**config.mk**
```make
export PLATFORM = sky130hd
export DESIGN_NAME = mem_4_to_1_arbiter
export DESIGN_NICKNAME = d
export VERILOG_FILES = /design/src/rtl/mem_arb_pkg.sv /design/src/rtl/rr_pick4.sv /design/src/rtl/single_port_mem.sv /design/src/rtl/mem_4_to_1_arbiter.sv
export SDC_FILE = /design/constraint.sdc
export NUM_CORES = 2
export LEC_CHECK = 0
export ABC_AREA = 1
export CORE_MARGIN = 2
export CORE_UTILIZATION = 35
export DETAILED_ROUTE_END_ITERATION = 8
export SLEW_MARGIN = 20
export SYNTH_ARGS = -nofsm -noshare
export SYNTH_HDL_FRONTEND = slang
export SYNTH_SLANG_ARGS = --single-unit
```
**constraint.sdc**
```tcl
create_clock -name clk -period 8.05 [get_ports clk]
set_clock_uncertainty 0.2 [all_clocks]
set_input_delay 2.415 -clock clk [delete_from_list [all_inputs] [get_ports clk]]
set_output_delay 2.415 -clock clk [all_outputs]
set_load 0.03 [all_outputs]
```
**src/rtl/mem_arb_pkg.sv**
```systemverilog
// Shared constants and types for the four-requester memory arbiter.
// The MEM_ARB_FIXED_PRIORITY_EN build option is consumed by rr_pick4.
package mem_arb_pkg;
  localparam int unsigned NUM_REQ    = 4;
  localparam int unsigned REQ_IDX_W  = 2;
  localparam int unsigned DEF_WINDOW = 7;

  typedef logic [REQ_IDX_W-1:0] req_idx_t;
  typedef logic [NUM_REQ-1:0]   gnt_t;

  // Default window base addresses, one window per requester.
  localparam int unsigned START_ADDR [NUM_REQ] = '{0, DEF_WINDOW, 2 * DEF_WINDOW, 3 * DEF_WINDOW};
endpackage

```
**src/rtl/rr_pick4.sv**
```systemverilog
// Combinational 4-way picker: round-robin starting after i_last, or fixed
// priority 0>1>2>3 when MEM_ARB_FIXED_PRIORITY_EN is defined.
module rr_pick4
  import mem_arb_pkg::*;
(
  input  gnt_t     i_req,
  input  req_idx_t i_last,
  output gnt_t     o_gnt,
  output req_idx_t o_idx,
  output logic     o_any
);
`ifdef MEM_ARB_FIXED_PRIORITY_EN
  logic w_unused_last;
  assign w_unused_last = ^i_last;
`endif

  always_comb begin
    req_idx_t w_cand;
    w_cand = '0;
    o_gnt  = '0;
    o_idx  = '0;
    o_any  = 1'b0;
    for (int unsigned k = 0; k < NUM_REQ; k++) begin
`ifdef MEM_ARB_FIXED_PRIORITY_EN
      w_cand = REQ_IDX_W'(k);
`else
      w_cand = i_last + REQ_IDX_W'(k + 1);
`endif
      if (!o_any && i_req[w_cand]) begin
        o_any = 1'b1;
        o_idx = w_cand;
      end
    end
    if (o_any) o_gnt[o_idx] = 1'b1;
  end
endmodule

```
**src/rtl/single_port_mem.sv**
```systemverilog
// Single-port synchronous RAM: one write or read per cycle, 1-cycle read latency.
// Contents are not reset.
module single_port_mem #(
  parameter int unsigned WIDTH  = 64,
  parameter int unsigned DEPTH  = 28,
  parameter int unsigned ADDR_W = 5
) (
  input  logic              clk,
  input  logic              wr_en,
  input  logic [ADDR_W-1:0] addr,
  input  logic [WIDTH-1:0]  din,
  output logic [WIDTH-1:0]  q
);
  logic [WIDTH-1:0] r_mem [DEPTH];

  always_ff @(posedge clk) begin
    if (wr_en) r_mem[addr] <= din;
    q <= r_mem[addr];
  end
endmodule

```
**src/rtl/mem_4_to_1_arbiter.sv**
```systemverilog
// Shares one single-port memory between four windowed requesters with
// req/gnt handshakes, read-valid tracking and sticky out-of-window detection.
// Build option MEM_ARB_FIXED_PRIORITY_EN selects fixed priority in rr_pick4.
module mem_4_to_1_arbiter
  import mem_arb_pkg::*;
#(
  parameter int unsigned WIDTH                = 64,
  parameter int unsigned SINGLE_MEM_DEPTH     = 7,
  parameter int unsigned FULL_MEM_DEPTH       = 28,
  parameter int unsigned SINGLE_MEM_DEPTH_LOG = $clog2(SINGLE_MEM_DEPTH),
  parameter int unsigned FULL_MEM_DEPTH_LOG   = $clog2(FULL_MEM_DEPTH),
  parameter int unsigned MEM_0_START_ADDR     = START_ADDR[0],
  parameter int unsigned MEM_1_START_ADDR     = START_ADDR[1],
  parameter int unsigned MEM_2_START_ADDR     = START_ADDR[2],
  parameter int unsigned MEM_3_START_ADDR     = START_ADDR[3]
) (
  input  logic                            clk,
  input  logic                            rst,
  input  logic                            req_0,
  input  logic                            req_1,
  input  logic                            req_2,
  input  logic                            req_3,
  input  logic                            we_0,
  input  logic                            we_1,
  input  logic                            we_2,
  input  logic                            we_3,
  input  logic [SINGLE_MEM_DEPTH_LOG-1:0] addr_0,
  input  logic [SINGLE_MEM_DEPTH_LOG-1:0] addr_1,
  input  logic [SINGLE_MEM_DEPTH_LOG-1:0] addr_2,
  input  logic [SINGLE_MEM_DEPTH_LOG-1:0] addr_3,
  input  logic [WIDTH-1:0]                din_0,
  input  logic [WIDTH-1:0]                din_1,
  input  logic [WIDTH-1:0]                din_2,
  input  logic [WIDTH-1:0]                din_3,
  output logic                            gnt_0,
  output logic                            gnt_1,
  output logic                            gnt_2,
  output logic                            gnt_3,
  output logic                            rd_valid_0,
  output logic                            rd_valid_1,
  output logic                            rd_valid_2,
  output logic                            rd_valid_3,
  output logic [WIDTH-1:0]                mem_dout,
  output logic                            addr_err
);
  localparam logic [FULL_MEM_DEPTH_LOG-1:0] BASE [NUM_REQ] = '{
    FULL_MEM_DEPTH_LOG'(MEM_0_START_ADDR), FULL_MEM_DEPTH_LOG'(MEM_1_START_ADDR),
    FULL_MEM_DEPTH_LOG'(MEM_2_START_ADDR), FULL_MEM_DEPTH_LOG'(MEM_3_START_ADDR)};

  gnt_t                            w_req;
  gnt_t                            w_we;
  gnt_t                            w_gnt;
  req_idx_t                        w_idx;
  logic                            w_any;
  logic [SINGLE_MEM_DEPTH_LOG-1:0] w_addr [NUM_REQ];
  logic [WIDTH-1:0]                w_din  [NUM_REQ];
  logic [SINGLE_MEM_DEPTH_LOG-1:0] w_sel_addr;
  logic                            w_sel_we;
  logic                            w_in_win;
  logic [FULL_MEM_DEPTH_LOG-1:0]   w_phys;
  logic                            w_mem_wr;
  logic                            w_rd_fire;

  req_idx_t r_last_gnt;
  gnt_t     r_rd_valid;
  logic     r_addr_err;

  // Requests are masked during reset so no grant or memory access can occur.
  assign w_req  = {req_3, req_2, req_1, req_0} & {NUM_REQ{~rst}};
  assign w_we   = {we_3, we_2, we_1, we_0};
  assign w_addr = '{addr_0, addr_1, addr_2, addr_3};
  assign w_din  = '{din_0, din_1, din_2, din_3};

  rr_pick4 u_pick (
    .i_req  (w_req),
    .i_last (r_last_gnt),
    .o_gnt  (w_gnt),
    .o_idx  (w_idx),
    .o_any  (w_any)
  );

  assign w_sel_addr = w_addr[w_idx];
  assign w_sel_we   = w_we[w_idx];
  assign w_in_win   = 32'(w_sel_addr) < SINGLE_MEM_DEPTH;
  assign w_phys     = FULL_MEM_DEPTH_LOG'(w_sel_addr) + BASE[w_idx];
  assign w_mem_wr   = w_any & w_sel_we & w_in_win;
  assign w_rd_fire  = w_any & ~w_sel_we & w_in_win;

  single_port_mem #(
    .WIDTH  (WIDTH),
    .DEPTH  (FULL_MEM_DEPTH),
    .ADDR_W (FULL_MEM_DEPTH_LOG)
  ) u_mem (
    .clk   (clk),
    .wr_en (w_mem_wr),
    .addr  (w_phys),
    .din   (w_din[w_idx]),
    .q     (mem_dout)
  );

  // Pointer reset to the last index so requester 0 wins the first arbitration.
  always_ff @(posedge clk or posedge rst) begin
    if (rst) begin
      r_last_gnt <= REQ_IDX_W'(NUM_REQ - 1);
      r_rd_valid <= '0;
      r_addr_err <= 1'b0;
    end else begin
      if (w_any) r_last_gnt <= w_idx;
      r_rd_valid <= w_rd_fire ? w_gnt : '0;
      if (w_any && !w_in_win) r_addr_err <= 1'b1;
    end
  end

  assign gnt_0      = w_gnt[0];
  assign gnt_1      = w_gnt[1];
  assign gnt_2      = w_gnt[2];
  assign gnt_3      = w_gnt[3];
  assign rd_valid_0 = r_rd_valid[0];
  assign rd_valid_1 = r_rd_valid[1];
  assign rd_valid_2 = r_rd_valid[2];
  assign rd_valid_3 = r_rd_valid[3];
  assign addr_err   = r_addr_err;
endmodule

```
---- Word level (Yosys, flattened, before mapping) ----
Memory sizes are Yosys's and may differ from the RTL's. A register that Yosys moved wholly into a read port is not among the register bits.
Index checks and enable logic that the tools add are counted.
word-level totals
  latch bits .............................. 0
  flip-flop bits (word level) ............. 7
  bits in read-only memories .............. 0
  bits of input ports ..................... 278
  RAM bits ................................ 1792
  output and inout port bits .............. 73
  memories ................................ 1
memories
  memory       words  bits a word  rd ports  clocked after Yosys merged registers in  write ports  line                   text
  u_mem.r_mem  28     64           1         1                                        1            single_port_mem.sv:14  logic [WIDTH-1:0] r_mem [DEPTH];
operators by class
  reduce and logical (&&, ||, !) cells .... 9
  order comparisons ....................... 8
  $add $sub $neg .......................... 4
  shift-type cells ........................ 0
  multipliers ............................. 0
  mux-type cells .......................... 33
  equal/unequal tests ..................... 0
  div/mod/pow operators ................... 0
  bitwise logic cells ..................... 8
operators with widths
  kind                 count
  $bmux 64 s2          1
  $mux 64              2
  $lt 2x3->1 const B   5
  $mux 1               12
  $bmux 1 s2           5
  $bmux 5 s2           1
  $mux 5               2
  $mux 2               4
  $mux 4               2
  $bmux 3 s2           1
  $mux 3               2
  $add 3x5->5          1
  $logic_and 1x1->1    5
  $add 2x2->2 const B  2
  $and 1x1->1          4
  $and 4x4->4          1
  $logic_not 1->1      4
  $ge 3x3->1 const B   1
  $lt 3x3->1 const B   1
  $not 2->3            1
  $add 2x1->2 const B  1
  $demux 1 s2          1
  $ge 2x1->1 const B   1
  $not 1->1            2

---- Logic depth before layout (Yosys ltp) ----
  depth after elaboration ................. 22
  mapped depth ............................ 28
  gate-level depth less buffers ........... 25

---- Cells and area by module ----
Synthesis repeated with hierarchy kept, for this count alone.
unflattened totals
  cell total of the unflattened synthesis .. 7507
  area, all modules ....................... 77511.8 um2
modules (own cells, without submodules)
  module              times used  cells an instance  sequential area each (um2)  area an instance (um2)
  single_port_mem     1           6985               55092.8                     74793.0
  mem_4_to_1_arbiter  1           461                177.7                       2391.0
  rr_pick4            1           61                 0.0                         327.8

---- Worst setup path before layout ----
No wires, ideal clock.
  kind .................................... input port to flip-flop
  start ................................... input port rst
  end ..................................... memory u_mem.r_mem[10][0] (enable)
  stages on the path ...................... 21
  required time ........................... 7.363 ns
  arrival ................................. 8.769 ns
  path buffers ............................ 6
  path slack .............................. -1.405 ns
  library setup time ...................... 0.487 ns
  cells stage by stage .................... inv_2 > nand3_1 > nand2_1 > nand2_1 > nand2_2 > nand2_1 > nand2_1 > nand2_1 > nand2_2 > buf_4 > clkbuf_1 > clkbuf_1 > ha_1 > fa_1 > nand2_1 > inv_2 > clkbuf_1 > clkbuf_1 > clkbuf_1 > nand2_2 > nor2_1
between the ends
  word-level cells in the longest chain between the ends .. 22
  elaborated cells between the ends (all ways) .. 39
RTL lines
  item                                        line                                                text
  start: declaration                          mem_4_to_1_arbiter.sv:18                            input logic rst,
  $not 1->1 (*)                               mem_4_to_1_arbiter.sv:69                            assign w_req = {req_3, req_2, req_1, req_0} & {NUM_REQ{~rst}};
  $and 4x4->4 (*)                             mem_4_to_1_arbiter.sv:69
  $bmux 1 s2                                  rr_pick4.sv:29                                      if (!o_any && i_req[w_cand]) begin
  $mux 1 (implied by the code)                rr_pick4.sv:29
  $mux 1                                      rr_pick4.sv:29
  $logic_not 1->1                             rr_pick4.sv:29
  $logic_and 1x1->1                           rr_pick4.sv:29
  $mux 1                                      rr_pick4.sv:29
  [... 6 more ...]                            n/a
  net u_pick.o_idx[0]                         rr_pick4.sv:9                                       output req_idx_t o_idx,
  $not 2->3 (implied by the code)             mem_4_to_1_arbiter.sv:82, mem_4_to_1_arbiter.sv:85
  $bmux 3 s2                                  mem_4_to_1_arbiter.sv:82                            assign w_sel_addr = w_addr[w_idx];
  $mux 3 (implied by the code) (2 in series)  mem_4_to_1_arbiter.sv:82
  $lt 3x3->1                                  mem_4_to_1_arbiter.sv:84                            assign w_in_win = 32'(w_sel_addr) < SINGLE_MEM_DEPTH;
  $and 1x1->1                                 mem_4_to_1_arbiter.sv:86                            assign w_mem_wr = w_any & w_sel_we & w_in_win;
  $mux 1                                      single_port_mem.sv:17                               if (wr_en) r_mem[addr] <= din;
  $mux 1 (implied by the code)                single_port_mem.sv:17
  end: declaration                            single_port_mem.sv:14
The timed path passes the listed nets; every way through them passes the cells marked *. The select of a mux whose other input is x is not followed.

---- Final worst setup path ----
  start ................................... input port rst
  end ..................................... output port gnt_3
between the ends
  word-level cells in the longest chain between the ends .. 19
  elaborated cells between the ends (all ways) .. 30
RTL lines
  item                                                                   line                      text
  $not 1->1 (*)                                                          mem_4_to_1_arbiter.sv:69
  $and 4x4->4 (*)                                                        mem_4_to_1_arbiter.sv:69
  $bmux 1 s2                                                             rr_pick4.sv:29
  $mux 1 (implied by the code)                                           rr_pick4.sv:29
  $mux 1                                                                 rr_pick4.sv:29
  $logic_not 1->1                                                        rr_pick4.sv:29
  $logic_and 1x1->1                                                      rr_pick4.sv:29
  $mux 1                                                                 rr_pick4.sv:29
  [... 3 more ...]                                                       n/a
  $logic_not 1->1                                                        rr_pick4.sv:29
  $logic_and 1x1->1                                                      rr_pick4.sv:29
  $mux 2                                                                 rr_pick4.sv:29
  $lt 2x3->1 (implied by the code) / $ge 2x1->1 (equally long branches)  rr_pick4.sv:34            if (o_any) o_gnt[o_idx] = 1'b1;
  $logic_and 1x1->1 (implied by the code)                                rr_pick4.sv:34
  $mux 1 (implied by the code)                                           rr_pick4.sv:34
  $demux 1 s2                                                            n/a
  $mux 4 (*)                                                             rr_pick4.sv:34
  end: declaration                                                       mem_4_to_1_arbiter.sv:38  output logic gnt_3,
Every way passes the cells marked *; elsewhere a longest branch is shown, timed or not. The select of a mux whose other input is x is not followed.

==> impl_metrics.yaml <==
clocking:
  cts_buffers: 189
  hold_buffers: 0
  clkSinkCount: 1863
  cts_max_level: 4
  clockRootBuffer: "clkbuf_16"
  cts_tree: "yes"
  clk_pin_slew_ns: 0.05
  ctsResizeCount: 0
  cts_setup_buffers: 0
  clk_path_buf_depth: 3
  clkLatencyLatePin_ns: 0.84
synth:
  synth_area_um2: 73100
  yosysTopAreaCellShare_pct: 73.6
  yosysUniqueCellTypes: 36
  ys.warnings.count: 0
  async_reset_ff_share_pct: 0.376
  synth_edf_count: 1792
  synth_area_leaders: "edfxtp_1 74%, nand2_1 10%, nand3_1 3.5%, a41oi_1 2.3%, nor2_1 1.9%"
  seq_area_frac_synth_pct: 75.6
  yosys_register_bits: 1863
  syn_inst: 5818
  synth.largest_area_cell: "edfxtp_1"
  ys_top_cells_by_count: "1976 x nand2_1, 1792 x edfxtp_1, 505 x nand3_1"
  yosysMostFrequentCell: "nand2_1"
  synthFlopType: "edfxtp_1"
  syn_avg_cell_area_um2: 12.6
  synth_nets: 6105
final_layout:
  final_core_util_pct: 42.6
  fin_nets: 6483
  syn_to_final_growth_pct: 20.7
  multi_input_area_um2: 17100
  fillers: 18828
  area.sequential_um2: 55300
  drive_gt1_share_pct: 9.15
worst_setup_path:
  worstPathCellList: "clkdlybuf4s50_1 > inv_2 > nand3_1 > nand2_1 > nand2_1 > nand2_2 > nand2_1 > nand2_1 > nand2_1 > nand2_4 > ha_1 > inv_1 > nor2_1 > clkdlybuf4s50_1"
  startpoint_type: "input port"
  worstSetupEndpointType: "output port"
  cpPeakStageDelay_ns: 0.70
  crit_slowest_cell: "clkdlybuf4s50_1"
  critical_path_required_ns: 5.43
  cp.arrival_ns: 5.18
  crit_type: "input port to output port"
  path_max_fanout: 15
  path_common_cell: "nand2_1"
  critPathBufInv: 4
  path_delay_family: "buffers and inverters"
placed_design:
  port-buffer-count: 350
  dp_hpwl_um: 112000
  gp_congestion: 0.795
  pre_cts_slack_ns: 0.299
global_routing:
  grt_max_degree: 129
  grt_remaining_overflow: 0
  grt.total_usage_pct: 20.3
  antenna_found_initial: 3
  grt_pass1_wl_um: 319000
  grt_pass1_vias: 46970
timing:
  grt_setup_unrepaired: "no"
  min_period_ns: 7.80
  max_freq_mhz: 128
  finalHoldViolations: 0
  finalSetupViolCount: 0
  tns_ns: 0
  slew_headroom_pct: 28.5
  report.final.slew_viol_count: 0
  fin_ws_ns: 0.254
  tightest_slew_ns: 1.07
  fin_crit_sh_pct: 96.8
routing:
  dr.pass1.iters: 6
  drcViolationCount: 0
  m1WireLength_um: 90800
  wirelength_um: 221000
  ant_nets: 0
  viasPerCell: 5.27
  vias: 48243
  dr.first_iter.drc_count: 5820
  dr.max_layer_used: "met4"
  wl_per_cell_um: 24.1
  met2_length_um: 107000
  dr_wl_met3_um: 15500
run:
  cap_violations: 0
floorplanning:
  fp-row-count: 167
  dieWidth_um: 461
  die_area_um2: 213000
  io_pins: 351
  die-height_um: 461
  initial_core_util_pct: 35.3
  core_area_um2: 207000
worst_hold_path:
  holdCritPathClass: "flop to flop"
outcome:
  status: "completed"
==> cell type report <==
cell class / instances / share of cell area (%)
diodes: 2 / 0.00567
clock buffers: 275 / 6.08
clock inverters: 83 / 0.859
inverters: 23 / 0.121
multi-input cells: 3580 / 19.4
flip-flops and latches: 1863 / 62.6
well taps: 2788 / 3.95
repair buffers: 539 / 6.99
==> metal layers <==
metal	vias to the layer above	track usage, %
met5	-	0
met4	0	6.72
met3	365	2.99
met2	2106	33.9
met1	24087	27.2
li1	21685	-
==> cells in the final DEF, fill, tap and decap left out, types with 3 or more instances in the layout <==
master           instances
nor2_1                 331
ha_1                     8
nor2_4                  30
o22ai_4                 28
nand2_1               1975
buf_4                   91
nand2_4                  4
inv_6                    3
nor3_1                   4
clkinv_1                36
buf_12                 100
o21ai_0                135
dfxtp_1                 64
inv_2                    3
edfxtp_1              1792
clkinv_16                4
clkbuf_8                23
clkinv_2                23
clkbuf_1                59
o22ai_2                 29
o22ai_1                  9
a22oi_1                104
clkinv_8                 4
nand3_2                  4
nand3_1                504
a41oi_1                192
bufinv_16                7
clkbuf_16              193
clkinvlp_4               4
clkdlybuf4s50_1        347
dfrtp_1                  5
inv_1                   15
a21oi_1                196
nand2_2                 13
nand3_4                  3
inv_16                   3
==> worst paths after layout <==
kind | from | end | slack, ns | cells after the start
max in group asynchronous | rst | r_last_gnt[1]$_DFFE_PP1P_ | 5.72 | 2
setup / recovery | rst | gnt_3 | 0.25 | 14
min in group asynchronous | rst | r_rd_valid[1]$_DFF_PP0_ | 1.66 | 2
hold / removal | addr_err$_DFFE_PP0P_ | addr_err$_DFFE_PP0P_ | 0.28 | 1
setup reg to reg | r_last_gnt[0]$_DFFE_PP1P_ | u_mem.r_mem[12][54]$_DFFE_PP_ | 2.71 | 20
hold reg to reg | addr_err$_DFFE_PP0P_ | addr_err$_DFFE_PP0P_ | 0.28 | 1
==> per-stage QoR <==
stage | hold slack, ns | std cells | instance area (um^2)
detailed placement | 0.269 | 8793 | 81900
finish | 0.277 | 9153 | 88300
floorplan | 0.374 | 5818 | 73200
global placement | 0.279 | 8791 | 81900
CTS | 0.285 | 9151 | 88100
global route | 0.302 | 9151 | 88300
==> flip-flops by register name, summed over array words and instances, names as in the netlist <==
register and cells:
u_mem.r_mem 1792, r_last_gnt 2, addr_err 1, r_rd_valid 4
u_mem.q 64
==> cells by family after synthesis <==
kind of cell               after synthesis  synth area share (%)
DFF                                   1863                  75.6
AOI/OAI and AO/OA                      696                  6.23
xor gates and xnor gates                 1                0.0120
adders and majority gates                9                 0.164
buffers and inverters                  375                  2.21
and+or+nand+nor                       2874                  15.8
Power is not shown: default switching activity piles up to over one toggle a cycle in this logic, so the estimate is an artifact.
